[src/rtl/alu16_pkg.sv]
// Shared constants for the Hack-style ALU stage: ctrl bit positions, named
// ctrl encodings and the FIFO entry layout {res, zr, ng}.
package alu16_pkg;
   localparam int unsigned DATA_W   = 16;
   localparam int unsigned ENTRY_W  = DATA_W + 2;

   localparam int unsigned CTRL_ZX  = 5;
   localparam int unsigned CTRL_NX  = 4;
   localparam int unsigned CTRL_ZY  = 3;
   localparam int unsigned CTRL_NY  = 2;
   localparam int unsigned CTRL_F   = 1;
   localparam int unsigned CTRL_NO  = 0;

   localparam logic [5:0] ALU_ZERO  = 6'b101010;
   localparam logic [5:0] ALU_ONE   = 6'b111111;
   localparam logic [5:0] ALU_X     = 6'b001100;
   localparam logic [5:0] ALU_NOTX  = 6'b001101;
   localparam logic [5:0] ALU_XPY   = 6'b000010;
   localparam logic [5:0] ALU_XMY   = 6'b010011;
   localparam logic [5:0] ALU_XANDY = 6'b000000;

   function automatic logic [ENTRY_W-1:0] pack_entry(input logic [DATA_W-1:0] res,
                                                     input logic zr, input logic ng);
      return {res, zr, ng};
   endfunction
endpackage

[src/rtl/alu16_pipe_if.sv]
// Operand-in / result-out handshake bundle for alu16_pipe.
interface alu16_pipe_if;
   logic        in_valid;
   logic        in_ready;
   logic [15:0] x;
   logic [15:0] y;
   logic [5:0]  ctrl;
   logic        out_valid;
   logic        out_ready;
   logic [15:0] out;
   logic        zr;
   logic        ng;
   logic [15:0] op_count;

   modport master (
      output in_valid, x, y, ctrl, out_ready,
      input  in_ready, out_valid, out, zr, ng, op_count
   );
   modport slave (
      input  in_valid, x, y, ctrl, out_ready,
      output in_ready, out_valid, out, zr, ng, op_count
   );
endinterface

[src/rtl/alu16_core.sv]
// Combinational Hack ALU: zero/negate each operand, add or AND, optionally
// negate the result, and flag zero/negative.
module alu16_core
   import alu16_pkg::*;
(
   input  logic [15:0] i_x,
   input  logic [15:0] i_y,
   input  logic [5:0]  i_ctrl,
   output logic [15:0] o_res,
   output logic        o_zr,
   output logic        o_ng
);
   logic [15:0] w_x1, w_y1, w_nx1, w_ny1, w_x2, w_y2, w_r, w_nr;

   assign w_x1 = i_ctrl[CTRL_ZX] ? 16'h0000 : i_x;
   assign w_y1 = i_ctrl[CTRL_ZY] ? 16'h0000 : i_y;

   Not16 u_not_x (.i_a(w_x1), .o_y(w_nx1));
   Not16 u_not_y (.i_a(w_y1), .o_y(w_ny1));

   assign w_x2 = i_ctrl[CTRL_NX] ? w_nx1 : w_x1;
   assign w_y2 = i_ctrl[CTRL_NY] ? w_ny1 : w_y1;

   // Carry-out of the add is intentionally dropped.
   assign w_r  = i_ctrl[CTRL_F] ? (w_x2 + w_y2) : (w_x2 & w_y2);

   Not16 u_not_r (.i_a(w_r), .o_y(w_nr));

   assign o_res = i_ctrl[CTRL_NO] ? w_nr : w_r;
   assign o_zr  = (o_res == 16'h0000);
   assign o_ng  = o_res[15];
endmodule

[src/rtl/not16.sv]
// 16-bit bitwise inverter, the Hack Not16 building block.
module Not16 (
   input  logic [15:0] i_a,
   output logic [15:0] o_y
);
   assign o_y = ~i_a;
endmodule

[src/rtl/alu16_pipe.sv]
// Registered ALU stage: results (with flags) are buffered in a 2-entry FIFO so
// in_ready depends only on the registered fill count, never on out_ready.
module alu16_pipe
   import alu16_pkg::*;
(
   input logic         clk,
   input logic         rst_n,
   alu16_pipe_if.slave bus
);
   logic [DATA_W-1:0]  w_res;
   logic               w_zr, w_ng;
   logic               w_push, w_pop;
   logic [ENTRY_W-1:0] w_head;

   logic [ENTRY_W-1:0] r_fifo [2];
   logic               r_wr_ptr, r_rd_ptr;
   logic [1:0]         r_count;
   logic [15:0]        r_op_count;

   alu16_core u_core (
      .i_x    (bus.x),
      .i_y    (bus.y),
      .i_ctrl (bus.ctrl),
      .o_res  (w_res),
      .o_zr   (w_zr),
      .o_ng   (w_ng)
   );

   assign bus.in_ready  = (r_count != 2'd2);
   assign bus.out_valid = (r_count != 2'd0);
   assign w_push        = bus.in_valid && bus.in_ready;
   assign w_pop         = bus.out_valid && bus.out_ready;

   // Empty FIFO presents zeros rather than stale storage.
   assign w_head       = bus.out_valid ? r_fifo[r_rd_ptr] : '0;
   assign bus.out      = w_head[ENTRY_W-1:2];
   assign bus.zr       = w_head[1];
   assign bus.ng       = w_head[0];
   assign bus.op_count = r_op_count;

   always_ff @(posedge clk) begin
      if (rst_n && w_push)
         r_fifo[r_wr_ptr] <= pack_entry(w_res, w_zr, w_ng);
   end

   always_ff @(posedge clk) begin
      if (!rst_n) begin
         r_wr_ptr   <= 1'b0;
         r_rd_ptr   <= 1'b0;
         r_count    <= 2'd0;
         r_op_count <= 16'd0;
      end else begin
         if (w_push) r_wr_ptr <= ~r_wr_ptr;
         if (w_pop) begin
            r_rd_ptr   <= ~r_rd_ptr;
            r_op_count <= r_op_count + 16'd1;
         end
         case ({w_push, w_pop})
            2'b10:   r_count <= r_count + 2'd1;
            2'b01:   r_count <= r_count - 2'd1;
            default: r_count <= r_count;
         endcase
      end
   end
endmodule

[src/flat_wrapper.sv]
// flat-port wrapper written by rule: the top's interface ports become plain ports
module alu16_pipe_flat import alu16_pkg::*;
  (clk, rst_n, bus_in_valid, bus_x, bus_y, bus_ctrl, bus_out_ready, bus_in_ready, bus_out_valid, bus_out, bus_zr, bus_ng, bus_op_count);
  alu16_pipe_if bus_i ();
  input logic clk;
  input logic rst_n;
  input wire logic [$bits(bus_i.in_valid)-1:0] bus_in_valid;
  input wire logic [$bits(bus_i.x)-1:0] bus_x;
  input wire logic [$bits(bus_i.y)-1:0] bus_y;
  input wire logic [$bits(bus_i.ctrl)-1:0] bus_ctrl;
  input wire logic [$bits(bus_i.out_ready)-1:0] bus_out_ready;
  output wire logic [$bits(bus_i.in_ready)-1:0] bus_in_ready;
  output wire logic [$bits(bus_i.out_valid)-1:0] bus_out_valid;
  output wire logic [$bits(bus_i.out)-1:0] bus_out;
  output wire logic [$bits(bus_i.zr)-1:0] bus_zr;
  output wire logic [$bits(bus_i.ng)-1:0] bus_ng;
  output wire logic [$bits(bus_i.op_count)-1:0] bus_op_count;
  assign bus_i.in_valid = bus_in_valid;
  assign bus_i.x = bus_x;
  assign bus_i.y = bus_y;
  assign bus_i.ctrl = bus_ctrl;
  assign bus_i.out_ready = bus_out_ready;
  assign bus_in_ready = bus_i.in_ready;
  assign bus_out_valid = bus_i.out_valid;
  assign bus_out = bus_i.out;
  assign bus_zr = bus_i.zr;
  assign bus_ng = bus_i.ng;
  assign bus_op_count = bus_i.op_count;
  alu16_pipe u_core (.clk(clk), .rst_n(rst_n), .bus(bus_i));
endmodule
[config.mk]
export PLATFORM = sky130hd
export DESIGN_NAME = alu16_pipe_flat
export DESIGN_NICKNAME = d
export VERILOG_FILES = /design/src/rtl/alu16_pkg.sv /design/src/rtl/alu16_pipe_if.sv /design/src/rtl/alu16_core.sv /design/src/rtl/not16.sv /design/src/rtl/alu16_pipe.sv /design/src/flat_wrapper.sv
export SDC_FILE = /design/constraint.sdc
export NUM_CORES = 1
export LEC_CHECK = 0
export ABC_AREA = 1
export BUFFER_PORTS_ARGS = -buffer_cell sky130_fd_sc_hd__buf_2
export CELL_PAD_IN_SITES_DETAIL_PLACEMENT = 1
export CELL_PAD_IN_SITES_GLOBAL_PLACEMENT = 1
export CORE_UTILIZATION = 40
export DETAILED_ROUTE_END_ITERATION = 6
export PLACE_DENSITY_LB_ADDON = 0.05
export SETUP_SLACK_MARGIN = 0.3
export SYNTH_ARGS = -nofsm -noshare
export SYNTH_HDL_FRONTEND = slang
export SYNTH_HIERARCHICAL = 1
export SYNTH_SLANG_ARGS = --single-unit
[constraint.sdc]
create_clock -name clk -period 3.5 [get_ports clk]
set_clock_uncertainty 0.1 [all_clocks]
set_input_delay 0.175 -clock clk [delete_from_list [all_inputs] [get_ports clk]]
set_output_delay 0.175 -clock clk [all_outputs]
set_load 0.01 [all_outputs]
==> summary.txt <==
Status: finished with violations
Failing checks: DRC
Net Count, Synth: 839
Diode count: 0
Port buffer count: 77
Remaining Overflow, GRT: 0
Hold_buf cts: 0
Die Wd: 112 um
Maximum VDD drop: 0.223 mV
Fin nets: 908
Worst-Skew Late Latency: 0.32 ns
CTS HTree Levels: 3
FMAX: 362 MHz
Dpl cell area: 0.00531 sq mm
Critical-path cell list: buf_2 > inv_1 > nand2_1 > nand2_1 > ha_1 > nand2_1 > inv_1 > a21oi_1 > nor3_1 > nor2_1 > nand2_1 > nand2_1 > nand3_1 > and2_1 > inv_1 > inv_1 > or2_2 > nand2_1 > nand2_1 > nor2_1
Critical path capture point type: flop
Setup violators final: 0
Synthesized cell area: 0.00483 sq mm
PwrDens: 457 mW/mm^2
Initial Util: 0.416
I/O pin total: 78
Final instance area: 0.00562 sq mm
Leakage: 3.04 nW
Final Max Slew Viols: 0
Iteration-0 DRC Markers: 184
Levels on crit path: 20
Initial antenna violation count: 0
Commonest non-fill, non-tap cell in the layout: nand2_1
Critical path class: primary input to flop
Post-layout min period: 2.76 ns
Final setup TNS: 0 ns
Synth Area per Inst: 6.21 sq um
Share of the yosys chip area belonging to registers: 0.311
Setup bufs post-CTS: 0
Vias in the first global route: 4,658
Worst-case clock buffer depth: 2
CP Data Arrival Time: 2.82 ns
Routed Wire Length: 12.3 mm
Drt wl/cell: 12.4 um
Warnings, synthesis: 6
Worst Reg-to-Reg Cells: 7
Die Ht: 112 um
CP Max Fanout: 16
Synth Register Bits: 57
Post-route DRC: 5
Tcrit/Tclk final: 0.788
CTS buffer count: 9
Hold Crit Class: primary input to flop
First-pass GRT wire length: 21.2 mm
CP Launch Type: primary input
# clock sinks: 57
Max Cap Viol: 0
Standard-cell rows: 39
Router iterations before antenna repair: 7
Layout cells sized above 1: 0.174
Most used cell, CP: nand2_1
Worst Tran Pin Value: 0.620 ns
Drt via density: 4.76
CTS tree: built
CP top delay family: simple AND/OR/NAND/NOR gates
Via Count: 4,734
Required @ worst endpoint: 3.56 ns
Max-slew headroom: 0.586
Post-synth cell types: 32
Slowest-stage cell, CP: inv_1
Hold Crit Depth: 3
Most frequent cells in the layout: nand2_1, inv_1, nor2_1
Final ANT Viol Nets: 0
Clock slew at reported path FFs: 0.05 ns
CP Buf/Inv Count: 5
Die Area: 0.0125 sq mm
Gp weighted congestion: 0.849
All-Layer GR Usage: 0.207
Hold Fails Final Rpt: 0
Area growth syn-to-layout: 16.3%
Setup repair after global routing missed its margin: false
DPL Wire Length: 9.94 mm
Largest net degree at the start of global routing: 23
CORE AREA: 0.0116 sq mm
Cell count after synthesis: 778
Max stage delay on crit path: 0.36 ns
CTS resizes: 0
Root Driver: clkbuf_16
## worst register-to-register path, cell delays in order (launching register included)
cell and delay, ns:
dfxtp_1 0.34, nor2_4 0.46, nor2_8 0.14, ha_1 0.34, a21oi_1 0.12, o21ai_0 0.13
o21ai_0 0.20, a21oi_1 0.06
## metrics by stage
step,worst slack (ns),utilization,hold slack [ns],power (mW),cells
5_1_grt,0.484,0.484,0.0803,2.73,994
6_report,0.741,0.484,0.0840,2.57,994
4_1_cts,0.755,0.484,0.0653,2.60,994
2_1_floorplan,0.540,-,0.264,1.45,778
3_5_place_dp,0.431,0.458,0.355,1.70,979
3_3_place_gp,0.575,0.458,0.337,1.67,979
## where the power goes
group / total [mW] / switching, mW / internal [mW] / leakage, nW
clock network: 0.887 / 0.273 / 0.613 / 0.147
registers: 0.811 / 0.0263 / 0.784 / 0.500
logic: 0.871 / 0.573 / 0.298 / 2.39
## path summary, 6_finish.rpt
path | from | end | slack (ns)
worst max register to register | u_core/r_count[1] | u_core/r_count[1] | 1.50
worst min-delay path | bus_in_valid | u_core/r_wr_ptr | 0.08
worst min register to register | u_core/r_rd_ptr | flop | 0.36
worst max-delay path | bus_ctrl[2] | u_core/r_fifo[0][1] | 0.74
## metal layers
metal,global-route usage,vias up,share of wire
met5,0,-,0
met4,0.0649,0,0.0068
met3,0.0316,7,0.032
met2,0.360,73,0.48
met1,0.262,2161,0.48
li1,-,2493,-
## kinds of logic after synthesis
group / share of synthesized area
simple gates: 0.432
buf+inv: 0.146
flops: 0.311
compound gates: 0.0601
fa+ha+maj: 0.0508
## cell type report
cell class / count / area [sq um]
Clock inverter: 4 / 68.8
Sequential cell: 57 / 1500
Inverter: 156 / 586
Tap cell: 143 / 179
Multi-Input combinational cell: 541 / 2630
Clock buffer: 11 / 233
Fill cell: 1622 / 6000
Timing Repair Buffer: 82 / 423
## synth_stat cells
| cell | n | area, sq um |
|---|---|---|
| nor2_1 | 78 | 293 |
| nor2_4 | 5 | 56.3 |
| buf_2 | 7 | 35.0 |
| nor3_1 | 2 | 10.0 |
| edfxtp_1 | 36 | 1080 |
| nand3_2 | 13 | 130 |
| o21ai_0 | 13 | 65.1 |
| a21boi_0 | 1 | 7.51 |
| nand3b_1 | 4 | 30.0 |
| inv_2 | 2 | 7.51 |
| a21oi_2 | 1 | 8.76 |
| nor3b_2 | 1 | 12.5 |
| nand2_1 | 273 | 1020 |
| or2_2 | 9 | 56.3 |
| fa_1 | 1 | 20.0 |
| nand2_2 | 18 | 113 |
| nand4_2 | 1 | 12.5 |
| buf_4 | 4 | 30.0 |
| dfxtp_1 | 21 | 420 |
| nor2_8 | 1 | 20.0 |
| o21ai_1 | 1 | 5.00 |
| clkbuf_1 | 12 | 45.0 |
| a21oi_1 | 39 | 195 |
| o21ai_2 | 1 | 8.76 |
| clkinv_1 | 1 | 3.75 |
| ha_1 | 18 | 225 |
| nand3_1 | 44 | 220 |
| nand4_1 | 6 | 37.5 |
| buf_6 | 1 | 11.3 |
| inv_1 | 153 | 574 |
| nor2_2 | 1 | 6.26 |
| and2_1 | 10 | 62.6 |
## registers in the layout (all words and copies together), names as in the netlist, named ones only
signal               flops
u_core/r_wr_ptr          1
u_core/r_fifo           36
u_core/r_count           2
u_core/bus.op_count     16
u_core/r_rd_ptr          1
Note: power is estimated with default switching activity, not from simulation.
